## src/rtl/spi_flash_erase_ctrl.sv

```systemverilog
// SPI-flash erase engine: WREN, erase opcode (+address), then RDSR polling until WIP clears.
// Pin outputs are registered from the next-state values, so they line up with the FSM state.
module spi_flash_erase_ctrl #(
  parameter int CLK_DIV    = 2,
  parameter int ADDR_BYTES = 3,
  parameter int CS_GAP     = 4,
  parameter int POLL_LIMIT = 65535
) (
  input  logic                    sys_clk,
  input  logic                    sys_rst,
  input  logic                    start,
  input  logic [1:0]              mode,
  input  logic [8*ADDR_BYTES-1:0] addr,
  output logic                    busy,
  output logic                    done,
  output logic                    err,
  output logic                    cs_n,
  output logic                    sck,
  output logic                    mosi,
  input  logic                    miso
);

  localparam int AW = 8 * ADDR_BYTES;
  localparam int FW = 8 + AW;
  localparam int BW = $clog2(FW + 1);
  localparam int DW = (CLK_DIV > 1) ? $clog2(CLK_DIV) : 1;
  localparam int GW = (CS_GAP > 1) ? $clog2(CS_GAP) : 1;
  localparam logic [DW-1:0] DIV_LAST  = DW'(CLK_DIV - 1);
  localparam logic [GW-1:0] GAP_LAST  = GW'(CS_GAP - 1);
  localparam logic [15:0]   POLL_LAST = 16'(POLL_LIMIT - 1);
  localparam logic [BW-1:0] BITS_OP   = BW'(8);
  localparam logic [BW-1:0] BITS_ST   = BW'(15);
  localparam logic [BW-1:0] BITS_POLL = BW'(16);
  localparam logic [BW-1:0] BITS_ADDR = BW'(FW);
  localparam logic [BW-1:0] ONE_B     = BW'(1);

  typedef enum logic [2:0] {
    S_IDLE  = 3'd0,
    S_WREN  = 3'd1,
    S_GAP1  = 3'd2,
    S_ERASE = 3'd3,
    S_GAP2  = 3'd4,
    S_POLL  = 3'd5,
    S_FIN   = 3'd6
  } state_t;

  state_t          state_r, state_s;
  logic [DW-1:0]   div_r, div_s;
  logic            ph_r, ph_s;
  logic [BW-1:0]   bit_r, bit_s, nbits_s;
  logic [GW-1:0]   gap_r, gap_s;
  logic [15:0]     poll_r, poll_s;
  logic [7:0]      sr_r, sr_s;
  logic [FW-1:0]   frame_r, frame_s;
  logic [1:0]      mode_r, mode_s;
  logic [AW-1:0]   addr_r, addr_s;
  logic            errp_r, errp_s;
  logic            xfer_s, xfer_end_s, xfer_nxt_s;
  logic            cs_n_s, sck_s, mosi_s, busy_s, done_s, err_s;

  function automatic logic [7:0] erase_op(input logic [1:0] m);
    case (m)
      2'b00:   erase_op = 8'h20;
      2'b01:   erase_op = 8'hD8;
      default: erase_op = 8'hC7;
    endcase
  endfunction

  // State, counters and registered pin/handshake outputs
  always_ff @(posedge sys_clk or posedge sys_rst) begin
    if (sys_rst) begin
      state_r <= S_IDLE;
      div_r   <= '0;
      ph_r    <= 1'b0;
      bit_r   <= '0;
      gap_r   <= '0;
      poll_r  <= 16'd0;
      sr_r    <= 8'd0;
      frame_r <= '0;
      mode_r  <= 2'b00;
      addr_r  <= '0;
      errp_r  <= 1'b0;
      cs_n    <= 1'b1;
      sck     <= 1'b0;
      mosi    <= 1'b0;
      busy    <= 1'b0;
      done    <= 1'b0;
      err     <= 1'b0;
    end else begin
      state_r <= state_s;
      div_r   <= div_s;
      ph_r    <= ph_s;
      bit_r   <= bit_s;
      gap_r   <= gap_s;
      poll_r  <= poll_s;
      sr_r    <= sr_s;
      frame_r <= frame_s;
      mode_r  <= mode_s;
      addr_r  <= addr_s;
      errp_r  <= errp_s;
      cs_n    <= cs_n_s;
      sck     <= sck_s;
      mosi    <= mosi_s;
      busy    <= busy_s;
      done    <= done_s;
      err     <= err_s;
    end
  end

  // Next-state and bit sequencing; a transaction ends after its CLK_DIV-cycle tail
  always_comb begin
    state_s    = state_r;
    div_s      = div_r;
    ph_s       = ph_r;
    bit_s      = bit_r;
    gap_s      = gap_r;
    poll_s     = poll_r;
    sr_s       = sr_r;
    frame_s    = frame_r;
    mode_s     = mode_r;
    addr_s     = addr_r;
    errp_s     = errp_r;
    xfer_end_s = 1'b0;
    xfer_s     = (state_r == S_WREN) || (state_r == S_ERASE) || (state_r == S_POLL);

    case (state_r)
      S_WREN:  nbits_s = BITS_OP;
      S_ERASE: nbits_s = (mode_r == 2'b10) ? BITS_OP : BITS_ADDR;
      S_POLL:  nbits_s = BITS_POLL;
      default: nbits_s = BITS_OP;
    endcase

    if (xfer_s) begin
      if (div_r != DIV_LAST) begin
        div_s = div_r + 1'b1;
      end else begin
        div_s = '0;
        if (bit_r == nbits_s) begin
          bit_s      = '0;
          xfer_end_s = 1'b1;
        end else if (!ph_r) begin
          ph_s = 1'b1;
          sr_s = {sr_r[6:0], miso};
        end else if ((state_r == S_POLL) && (bit_r == BITS_ST)) begin
          // status byte complete: sr_r[0] is WIP
          ph_s   = 1'b0;
          poll_s = poll_r + 16'd1;
          if (!sr_r[0]) begin
            bit_s = BITS_POLL;
          end else if (poll_r == POLL_LAST) begin
            bit_s  = BITS_POLL;
            errp_s = 1'b1;
          end else begin
            bit_s = BITS_OP;
          end
        end else begin
          ph_s    = 1'b0;
          bit_s   = bit_r + ONE_B;
          frame_s = ((bit_r + ONE_B) == nbits_s) ? frame_r : {frame_r[FW-2:0], 1'b0};
        end
      end
    end else begin
      div_s = '0;
      ph_s  = 1'b0;
    end

    case (state_r)
      S_IDLE: begin
        if (start && !done) begin
          mode_s = mode;
          addr_s = addr;
          if (mode == 2'b11) begin
            state_s = S_FIN;
            errp_s  = 1'b1;
          end else begin
            state_s = S_WREN;
            errp_s  = 1'b0;
            frame_s = {8'h06, {AW{1'b0}}};
          end
        end else begin
          state_s = S_IDLE;
        end
      end
      S_WREN:  state_s = xfer_end_s ? S_GAP1 : S_WREN;
      S_GAP1: begin
        if (gap_r == GAP_LAST) begin
          state_s = S_ERASE;
          gap_s   = '0;
          frame_s = (mode_r == 2'b10) ? {8'hC7, {AW{1'b0}}} : {erase_op(mode_r), addr_r};
        end else begin
          gap_s = gap_r + 1'b1;
        end
      end
      S_ERASE: state_s = xfer_end_s ? S_GAP2 : S_ERASE;
      S_GAP2: begin
        if (gap_r == GAP_LAST) begin
          state_s = S_POLL;
          gap_s   = '0;
          poll_s  = 16'd0;
          frame_s = {8'h05, {AW{1'b0}}};
        end else begin
          gap_s = gap_r + 1'b1;
        end
      end
      S_POLL:  state_s = xfer_end_s ? S_FIN : S_POLL;
      S_FIN:   state_s = S_IDLE;
      default: state_s = S_IDLE;
    endcase
  end

  // Output decode from next-state values; done/err mark the FIN -> IDLE step
  always_comb begin
    xfer_nxt_s = (state_s == S_WREN) || (state_s == S_ERASE) || (state_s == S_POLL);
    cs_n_s     = ~xfer_nxt_s;
    sck_s      = xfer_nxt_s & ph_s;
    mosi_s     = xfer_nxt_s & frame_s[FW-1];
    busy_s     = (state_s != S_IDLE);
    done_s     = (state_r == S_FIN);
    err_s      = (state_r == S_FIN) & errp_r;
  end

endmodule
```

## config.mk

```make
export PLATFORM = sky130hd
export DESIGN_NAME = spi_flash_erase_ctrl
export DESIGN_NICKNAME = d
export VERILOG_FILES = /design/src/rtl/spi_flash_erase_ctrl.sv
export SDC_FILE = /design/constraint.sdc
export NUM_CORES = 1
export LEC_CHECK = 0
export CORE_ASPECT_RATIO = 0.6
export CORE_UTILIZATION = 40
export CTS_BUF_LIST = sky130_fd_sc_hd__clkbuf_8
export DETAILED_ROUTE_END_ITERATION = 6
export PLACE_DENSITY = 0.58
export SLEW_MARGIN = 20
export SYNTH_ARGS = -nofsm -noshare
export SYNTH_HDL_FRONTEND = slang
export SYNTH_SLANG_ARGS = --single-unit
```

## constraint.sdc

```tcl
create_clock -name sys_clk -period 7.41 [get_ports sys_clk]
set_clock_uncertainty 0.1 [all_clocks]
set_input_delay 1.8525 -clock sys_clk [delete_from_list [all_inputs] [get_ports sys_clk]]
set_output_delay 1.8525 -clock sys_clk [all_outputs]
set_load 0.02 [all_outputs]
```

==> metrics.md <==
| Metric | Value |
|---|---|
| Areal power density over the cells | approximately 340 nW/um^2 |
| Clk Tree Root Cell | sky130_fd_sc_hd__clkbuf_8 |
| Maximum fanout along the worst path | 26 |
| Part of the total power dissipated in combinational logic | 33.8% |
| Post-cts sizing count | 0 |
| Kind of end point of the critical path | register |
| Switching power share of the total | 38.2% |
| Post-synthesis instance area | 4700 sq um |
| Initial standard-cell utilization of the core | around 41% |
| RSZ-0062 raised after global routing | no |
| Internal Dissipation | roughly 1.1 mW |
| Actual slew at the worst max-slew pin | 867 ps |
| Number of warnings printed during yosys synthesis | 0 |
| Horiz. Die Dim | 142 um |
| Final hold vios | 0 |
| Clock Power Share | roughly a fifth |
| Register-to-register setup slack | 4120 ps |
| Antenna violations before repair | 0 |
| Post-synthesis instance total | 472 |
| Post-route setup slack | 3590 ps |
| Maximum number of pins on one net before global-route repair | 69 |
| Summed negative setup slack over all endpoints | 0 ps |
| Clock-pin transition on the worst setup and hold timing paths | 100 ps |
| Type of origin of the critical path | input pin |
| Total die area | 12200 sq um |
| Clock latency on the worst-skew pair | 370 ps |
| Total area of multi-input combinational cells | 2170 sq um |
| Tot Pwr | 1.82 mW |
| Port Buffer Count | 35 |
| Startpoint of the lowest-slack register-to-register path | state_r[2] |
| RePlAce Congestion | around 0.8 |
| Initial DRT Pass Iterations | 4 |
| Vias after detailed routing | 3631 |
| Remaining number of nets flagged by the antenna check after routing | 0 |
| Max-Slew Margin vs Limit | between 40% and 50% |
| Number of enable-type register cells in the synthesized netlist | 0 |
| Max Freq | 262 MHz |
| Vert. Die Dim | 86.0 um |
| Mapped Nets | 508 |
| Status | complete, no violations |
| Class of the most critical setup path | input pin to register |
| Fraction of registers with async set or reset after synthesis | 100% |
| Main flop type after synthesis | sky130_fd_sc_hd__dfrtp_1 |
| Clk sink count | 95 |
| Initial detailed-routing violation count | 242 |
| Number of fill cells | approximately 1.0k |
| Fraction of final layout cells with drive strength greater than 1 | approximately 13% |
| Required time at the endpoint of the critical path | 7520 ps |
| Overall global routing resource usage | 18.9% |
| Net count, final | roughly 530 |
| Area share of the largest cell type after synthesis | around half |
| Routed length per placed instance | 16.0 um |
| Boundary pin count | 36 |
| Endpoint arrival time on the critical path | roughly 3900 ps |
| Final cell utilization of the core | roughly 48% |
| Sequential group share of total power | 46.4% |
| Number of hold buffers added after cts | 0 |
| Global-route wire length before repair | around 18000 um |
| Switching Power | 695 uW |
| Final Slew Violations | 0 |
| Static leakage | 2.19 nW |
| Vias per inst | about 5.5 |
| Count of standard-cell rows | 30 |
| Footprint of the flip-flops and latches | 2380 sq um |
| Source of the worst hold timing path | addr_r[0] |
| Total of endpoints with negative setup slack in the final report | 0 |
| Pre-CTS setup slack | 3190 ps |
| Fin cells | 657 |
| Diodes inserted | 0 |
| Number of global-route vias before repair | 3409 |
| Final worst path period need | between 3000 and 4000 ps |
| Number of library cell types mapped by synthesis | 54 |
| Maximum root-to-sink buffer count | 2 |
| DRT Wirelength | 10500 um |
| Class of the most critical hold timing path | register to register |
| Worst setup path startpoint | start |
| Core area | 11400 sq um |
| Post-Syn Area per Cell | 9.97 sq um |
| TritonCTS clock tree | yes |
| Max-cap check violation count | 0 |
| Number of levels in the clock H-tree | 3 |
| DP HPWL | 7050 um |
| DRC violations left | 0 |
| Proportion of synthesized chip area in sequential cells | around half |
| Cell types with the largest area share after synthesis | sky130_fd_sc_hd__dfrtp_1, sky130_fd_sc_hd__mux2_2, sky130_fd_sc_hd__nand2_1, sky130_fd_sc_hd__o211ai_1, sky130_fd_sc_hd__nand4_1 |
| Overflow left after global routing | 0 |
| Cell count after placement | approximately 640 |
| Layout overhead on the synthesized area | 14.9% |
| Setup repair bufs after CTS | 0 |
| Post-synthesis cell type with the largest combined area | sky130_fd_sc_hd__dfrtp_1 |
| TritonCTS buffer count | 9 |
| Post-synthesis register bit count | 95 |
| Max rail drop VDD | 155 uV |
| Period Utilization, post-route | between 50% and 60% |
Yosys cell counts, drive strengths merged, types with 7 or more instances:
| library cell | n |
|---|---|
| nand4 | 32 |
| a21oi | 7 |
| nor2 | 29 |
| mux2 | 29 |
| nand3 | 17 |
| o211ai | 27 |
| inv | 13 |
| xnor2 | 9 |
| clkbuf | 24 |
| dfrtp | 94 |
| o21ai | 13 |
| nor3 | 7 |
| nor2b | 7 |
| nand2 | 71 |
| a31oi | 8 |
| buf | 9 |
cells by family after synthesis:
group                    Yosys count  share of synthesized area, %
adder cells (fa/ha/maj)            6                          1.60
AND/OR/NAND/NOR                  196                          21.1
buffers and inverters             46                          3.91
flip-flops                        95                          50.6
multiplexers                      29                          6.94
AO/OA/AOI/OAI                     84                          12.6
XOR/XNOR                          16                          3.30
sequential cells by signal, summed over array words and instances, names as in the netlist, 2 cells and up:
name     count
frame_r     32
gap_r        2
mode_r       2
bit_r        6
poll_r      16
addr_r      24
state_r      3
through the flow:
stage	cell area, sq um	hold WS, ps
2_1_floorplan	4700	344
3_3_place_gp	5200	368
3_5_place_dp	5200	378
4_1_cts	5410	406
5_1_grt	5410	421
6_report	5410	408
final timing paths:
path                               to  cells after the start
max                              mosi                      7
min                        frame_r[0]                      2
max reg2reg                  bit_r[4]                      9
min reg2reg                frame_r[0]                      2
max in group asynchronous   poll_r[3]                      3
min in group asynchronous  addr_r[23]                      2
metal layers:
layer	up-vias	global-route usage, %	wire length, um
met1	1802	30.8	5820
met5	-	0	0
met3	2	4.52	403
met2	74	24.3	4270
li1	1753	-	-
met4	0	4.11	33
cell usage in the layout (no fill, tap or decap), types with 9 or more instances in the layout:
| cell type | count |
|---|---|
| sky130_fd_sc_hd__xnor2_1 | 9 |
| sky130_fd_sc_hd__nand2_1 | 70 |
| sky130_fd_sc_hd__clkdlybuf4s50_1 | 35 |
| sky130_fd_sc_hd__mux2_2 | 29 |
| sky130_fd_sc_hd__clkbuf_8 | 9 |
| sky130_fd_sc_hd__dfrtp_1 | 94 |
| sky130_fd_sc_hd__o21ai_0 | 12 |
| sky130_fd_sc_hd__nand3_1 | 17 |
| sky130_fd_sc_hd__nand4_1 | 32 |
| sky130_fd_sc_hd__o211ai_1 | 27 |
| sky130_fd_sc_hd__nor2_1 | 29 |
| sky130_fd_sc_hd__inv_1 | 12 |
layout make-up:
| class | instances | area share [%] |
|---|---|---|
| Inverter | 13 | 0.925 |
| Tap cell | 160 | 3.70 |
| Sequential cell | 95 | 44.0 |
| Multi-Input combinational cell | 331 | 40.1 |
| Clock buffer | 9 | 2.29 |
| Timing Repair Buffer | 42 | 7.45 |
| Clock inverter | 7 | 1.57 |
worst max-delay path, stage by stage:
cell and delay [ps]:
sky130_fd_sc_hd__clkdlybuf4s50_1 470, sky130_fd_sc_hd__nor3b_1 370, sky130_fd_sc_hd__nand2_1 200, sky130_fd_sc_hd__a21o_1 220, sky130_fd_sc_hd__a21o_1 480, sky130_fd_sc_hd__nand2_1 220, sky130_fd_sc_hd__o311ai_0 120
power groups by stage:
| stage | sequential, mW | clock (mW) | combinational (mW) |
|---|---|---|---|
| after floorplan | 0.790 | 0 | 0.509 |
| after global placement | 0.844 | 0 | 0.599 |
| after detailed placement | 0.851 | 0 | 0.617 |
| after CTS | 0.843 | 0.375 | 0.620 |
| after global routing | 0.873 | 0.398 | 0.684 |
| final | 0.846 | 0.360 | 0.617 |
(Power assumes the default switching activity.)
